===== src/rtl/handshake_sched_pkg.sv =====
// Shared types and helpers for the handshake link scheduler.
package handshake_sched_pkg;

    typedef enum logic {
        IDLE   = 1'b0,
        LOCKED = 1'b1
    } sched_state_e;

    // Successor of idx in a ring of n entries; n need not be a power of two.
    function automatic int next_idx(input int idx, input int n);
        return (idx == n - 1) ? 0 : idx + 1;
    endfunction

endpackage


===== src/rtl/handshake_rr_pick.sv =====
// Rotating first-one finder: first set request at or after prio_i, wrapping at NumReq.
module handshake_rr_pick #(
    parameter int  NumReq = 4,
    localparam int IdxW   = $clog2(NumReq)
) (
    input  logic [NumReq-1:0] req_i,
    input  logic [IdxW-1:0]   prio_i,
    output logic [IdxW-1:0]   idx_o,
    output logic              valid_o
);

    logic [IdxW-1:0]   cand [NumReq];
    logic [NumReq-1:0] hit;

    // cand[gi] is the requester examined at rotation distance gi from prio_i.
    for (genvar gi = 0; gi < NumReq; gi++) begin : g_rot
        logic [IdxW:0] sum;
        assign sum      = {1'b0, prio_i} + (IdxW+1)'(gi);
        assign cand[gi] = (sum >= (IdxW+1)'(NumReq)) ? IdxW'(sum - (IdxW+1)'(NumReq))
                                                     : sum[IdxW-1:0];
        assign hit[gi]  = req_i[cand[gi]];
    end

    always_comb begin
        idx_o   = '0;
        valid_o = |hit;
        for (int k = NumReq - 1; k >= 0; k--) begin
            if (hit[k]) begin
                idx_o = cand[k];
            end
        end
    end

endmodule


===== src/rtl/handshake_link_scheduler.sv =====
// Round-robin scheduler sharing one single-outstanding 4-phase link among NumReq requesters;
// the grant is held while the link has not yet accepted, so the crossing sees stable valid/data.
module handshake_link_scheduler
    import handshake_sched_pkg::*;
#(
    parameter int  NumReq   = 4,
    parameter int  MaxBurst = 1,
    parameter type data_t   = logic [31:0],
    localparam int IdxW     = $clog2(NumReq)
) (
    input  logic                  clk_i,
    input  logic                  rst_i,
    input  logic [NumReq-1:0]     req_valid_i,
    input  data_t [NumReq-1:0]    req_data_i,
    output logic [NumReq-1:0]     req_ready_o,
    output logic                  link_valid_o,
    output data_t                 link_data_o,
    input  logic                  link_ready_i,
    output logic [IdxW-1:0]       gnt_idx_o,
    output logic                  locked_o
);

    localparam int DataW  = $bits(data_t);
    localparam int BurstW = (MaxBurst > 1) ? $clog2(MaxBurst) : 1;

    sched_state_e      state_q, state_d;
    logic [IdxW-1:0]   prio_q, prio_d;
    logic [IdxW-1:0]   gnt_q, gnt_d;
    logic [BurstW-1:0] burst_q, burst_d;

    logic [IdxW-1:0]   pick_idx;
    logic              pick_valid;
    logic [IdxW-1:0]   gnt;
    logic              link_valid;
    logic              fire;
    logic [DataW-1:0]  masked [NumReq];
    logic [DataW-1:0]  link_data;

    handshake_rr_pick #(
        .NumReq (NumReq)
    ) u_pick (
        .req_i   (req_valid_i),
        .prio_i  (prio_q),
        .idx_o   (pick_idx),
        .valid_o (pick_valid)
    );

    always_comb begin
        state_d    = state_q;
        prio_d     = prio_q;
        gnt_d      = gnt_q;
        burst_d    = burst_q;
        gnt        = pick_idx;
        link_valid = pick_valid;
        locked_o   = 1'b0;

        if (state_q == LOCKED) begin
            gnt        = gnt_q;
            link_valid = req_valid_i[gnt_q];
            locked_o   = 1'b1;
        end

        fire = link_valid && link_ready_i;

        case (state_q)
            IDLE: begin
                if (link_valid && !link_ready_i) begin
                    gnt_d   = gnt;
                    state_d = LOCKED;
                end
            end
            LOCKED: begin
                // A dropped valid abandons the grant without touching priority.
                if (fire || !link_valid) begin
                    state_d = IDLE;
                end
            end
            default: state_d = IDLE;
        endcase

        if (fire) begin
            if (gnt == prio_q && int'(burst_q) + 1 < MaxBurst) begin
                burst_d = burst_q + BurstW'(1);
            end else if (gnt == prio_q || MaxBurst == 1) begin
                prio_d  = IdxW'(next_idx(int'(gnt), NumReq));
                burst_d = '0;
            end else begin
                prio_d  = gnt;
                burst_d = BurstW'(1);
            end
        end
    end

    always_ff @(posedge clk_i) begin
        if (rst_i) begin
            state_q <= IDLE;
            prio_q  <= '0;
            gnt_q   <= '0;
            burst_q <= '0;
        end else begin
            state_q <= state_d;
            prio_q  <= prio_d;
            gnt_q   <= gnt_d;
            burst_q <= burst_d;
        end
    end

    for (genvar gi = 0; gi < NumReq; gi++) begin : g_lane
        assign req_ready_o[gi] = fire && (gnt == IdxW'(gi));
        assign masked[gi]      = {DataW{link_valid && (gnt == IdxW'(gi))}} & DataW'(req_data_i[gi]);
    end

    // AND-OR mux: at most one lane is unmasked, so no priority chain is needed.
    always_comb begin
        link_data = '0;
        for (int k = 0; k < NumReq; k++) begin
            link_data = link_data | masked[k];
        end
    end

    assign link_data_o  = data_t'(link_data);
    assign link_valid_o = link_valid;
    assign gnt_idx_o    = gnt;

`ifndef SYNTHESIS
    a_ready_onehot: assert property (@(posedge clk_i) disable iff (rst_i)
        $onehot0(req_ready_o))
        else $error("req_ready_o has more than one bit set");

    a_link_hold: assert property (@(posedge clk_i) disable iff (rst_i)
        (link_valid_o && !link_ready_i) |=> link_valid_o)
        else $error("link_valid_o dropped before link_ready_i");

    for (genvar gi = 0; gi < NumReq; gi++) begin : g_chk
        a_valid_hold: assert property (@(posedge clk_i) disable iff (rst_i)
            (req_valid_i[gi] && !req_ready_o[gi]) |=> req_valid_i[gi])
            else $error("requester %0d dropped valid before ready", gi);

        a_data_hold: assert property (@(posedge clk_i) disable iff (rst_i)
            (req_valid_i[gi] && !req_ready_o[gi]) |=> $stable(req_data_i[gi]))
            else $error("requester %0d changed data before ready", gi);
    end
`endif

endmodule


===== config.mk =====
export PLATFORM = sky130hd
export DESIGN_NAME = handshake_link_scheduler
export DESIGN_NICKNAME = d
export VERILOG_FILES = /design/src/rtl/handshake_sched_pkg.sv /design/src/rtl/handshake_rr_pick.sv /design/src/rtl/handshake_link_scheduler.sv
export SDC_FILE = /design/constraint.sdc
export NUM_CORES = 1
export LEC_CHECK = 0
export ABC_CLOCK_PERIOD_IN_PS = 3300
export BUFFER_PORTS_ARGS = -buffer_cell sky130_fd_sc_hd__buf_2
export CAP_MARGIN = 20
export CORE_MARGIN = 10
export CORE_UTILIZATION = 28
export DETAILED_ROUTE_END_ITERATION = 10
export PLACE_DENSITY = 0.87
export SETUP_SLACK_MARGIN = 0.2
export SYNTH_ARGS = -nofsm -noshare
export SYNTH_HDL_FRONTEND = slang
export SYNTH_SLANG_ARGS = --single-unit

===== constraint.sdc =====
create_clock -name clk_i -period 3.3 [get_ports clk_i]
set_input_delay 0.66 -clock clk_i [delete_from_list [all_inputs] [get_ports clk_i]]
set_output_delay 0.66 -clock clk_i [all_outputs]
set_load 0.02 [all_outputs]

==> out/metrics.cfg <==
[outcome]
status = completed

[finish]
layout-drive-gt1-share_pct = 79.89
final_cell_mix = buf_2 (140), a22oi_2 (33), a21oi_2 (32)
design_area_um2 = 2937
area_delta_synth_final_pct = 137.8
nNetsFinal = 488
layout.cells.most_common = buf_2
post-route-util_pct = 67.91
diodes = 0

[synthesis]
synth.distinct_cells = 29
synthesis.area_um2 = 1235
synth_seq_cells = 5
syn_area_per_cell_um2 = 7.264
ys_warn_count = 0
yosysTopAreaCellShare_pct = 38.91
synthTopCellsByArea = a22oi_1 (39%), a21oi_1 (11%), dfxtp_1 (8.1%)
yosysTopAreaCell = a22oi_1
netlist_instances = 170
yosysSeqAreaShare_pct = 8.105
synth_fp_nets = 309

[power_and_ir_drop]
power_mw = 1.219
ir_worst_vdd_mv = 0.2236
power_leakage_nw = 1.296
p_per_area_nw_per_um2 = 415.2

[setup_path]
startpoint_type = input pin
crit_path_max_fanout = 6
cp_cell_sequence = buf_8, nor2b_4, o21a_1, or3_4, o21a_4, ha_4, buf_12, a22oi_2, a21oi_2, buf_6
cp-startpoint = req_valid_i[2]
cp.arrival_ns = 2.56
reg2reg_depth = 8
crit_type = input pin to output pin
end_kind = output pin
required_ns = 2.64
r2r_slack_ns = 1.27
rr_endpoint = prio_q[1]
slowest_stage = or3_4
rr_startpoint = prio_q[0]
max_stage_delay_ns = 0.40

[global_routing]
antenna_found_initial = 0
grt_overflow_total = 0
grt_pass1_wl_um = 12540
grt_max_degree = 20
grt_use_total_pct = 20.05
grt_pass1_vias = 2469

[job]
max-cap-violations = 0

[clocking]
cts_tree = done
htreeDepth = 1
clock_latency_ns = 0.22
cts_max_path_buffers = 2
cts_sinks = 5
root_buffer = clkbuf_8
path_clk_slew_ns = 0.04
cts_made_buffers = 3

[route]
num_vias = 2288
drtIter0Drc = 82
route.detailed.drc = 0
vias_per_cell = 5.720
drt_wl_total_um = 8433
drtPass1Iterations = 4
ant_nets = 0
wl_per_cell_um = 21.08

[die]
die_w_um = 86.41
core_area_um2 = 4324
placementRows = 24
pin_count = 175
initial_core_util_pct = 28.56
die_h_um = 86.41
dieArea_um2 = 7467

[worst_hold_path]
hp-class = flop to flop
min_path_cells = 2
min_to = gnt_q[1]
holdCritStartpoint = gnt_q[1]

[sta]
skew_ns = 0.002523
worst_pin_slew_ns = 0.6015
setup_tns_ns = 0
max_freq_mhz = 310.3
rsz0062_at_grt = yes
hold_viol_final = 0
fin_crit_ns = 3.223
setup_viol = 0
maxSlewHeadroom_pct = 59.85
maxSlewViolCount = 0
min_period_over_period_pct = 97.67

[placement]
dp_hpwl_um = 6182
place_congestion = 0.8972
place_area_um2 = 2295
port_buffers = 174

-- critical path: cells and delay by family --
kind	cells	cell delay, ns
and+or+nand+nor	2	0.52
adders and majority gates	1	0.22
buffers and inverters	3	0.39
AOI/OAI and AO/OA	4	0.75
-- where the power goes --
group / switching, mW / internal (mW) / leakage, nW
logic: 0.507 / 0.519 / 1.23
clock network: 0.0322 / 0.0831 / 0.0228
registers: 0.0113 / 0.0666 / 0.0411
total: 0.551 / 0.669 / 1.30
-- cells by family after synthesis --
family,share of synthesized area [%]
mux,4.458
simple gates,11.04
compound gates,63.22
flops,8.106
fa+ha+maj,4.053
buf+inv,9.118
-- layout make-up --
type / instances / area (um^2)
Clock buffer: 4 / 45.04
Timing Repair Buffer: 194 / 1336
Tap cell: 52 / 65.06
Sequential cell: 5 / 100.1
Fill cell: 356 / 1388
Multi-Input combinational cell: 141 / 1375
Inverter: 4 / 15.01
-- registers in the layout, summed over array words and instances, names as in the netlist --
signal   cells
gnt_q        2
prio_q       2
state_q      1
-- how the worst max path moves through the flow --
stage / end / slack [ns]
final: link_data_o[14] / 0.08
after global routing: link_data_o[14] / 0.04
after CTS: link_data_o[15] / 0.11
after detailed placement: link_data_o[31] / 0.01
after global placement: link_data_o[10] / 0.06
after floorplan: link_data_o[2] / 0.23
-- metrics by stage --
stage	setup slack [ns]	cells	hold WS, ns
finish	0.07681	400	0.4901
global route	0.03701	400	0.5163
CTS	0.1079	399	0.4877
detailed placement	0.009977	387	0.4829
global placement	0.06133	387	0.4747
floorplan	0.2298	170	0.4485
-- synth_stat cells (all sizes together) --
| library cell | instances |
|---|---|
| a21o | 1 |
| a21oi | 37 |
| a22oi | 64 |
| and2 | 4 |
| buf | 3 |
| clkbuf | 17 |
| dfxtp | 5 |
| ha | 4 |
| inv | 4 |
| mux2i | 2 |
| mux4 | 1 |
| nand2 | 3 |
| nand2b | 3 |
| nand3b | 1 |
| nor2 | 2 |
| nor2b | 2 |
| nor3 | 2 |
| nor4 | 1 |
| o21a | 3 |
| o21ai | 3 |
| o311ai | 1 |
| o31ai | 2 |
| o41ai | 1 |
| or3 | 3 |
| or4 | 1 |
-- per-layer routing --
| layer | vias to the layer above | track usage, % | share of wire [%] |
|---|---|---|---|
| met3 | 16 | 5.441 | 10 |
| met4 | 0 | 3.976 | 1.8 |
| met1 | 1070 | 20.61 | 34 |
| li1 | 1047 | - | - |
| met5 | - | 0 | 0 |
| met2 | 155 | 39.06 | 54 |
-- timing repair --
item,4_1_cts,5_1_grt
cloned,3,1
hold endpoints to repair,0,0
pin swaps,10,17
buffers inserted,5,0
hold buffers,0,0
gates resized for setup,92,22
setup endpoints to repair,33,36
Note: power is estimated with default switching activity, not from simulation.
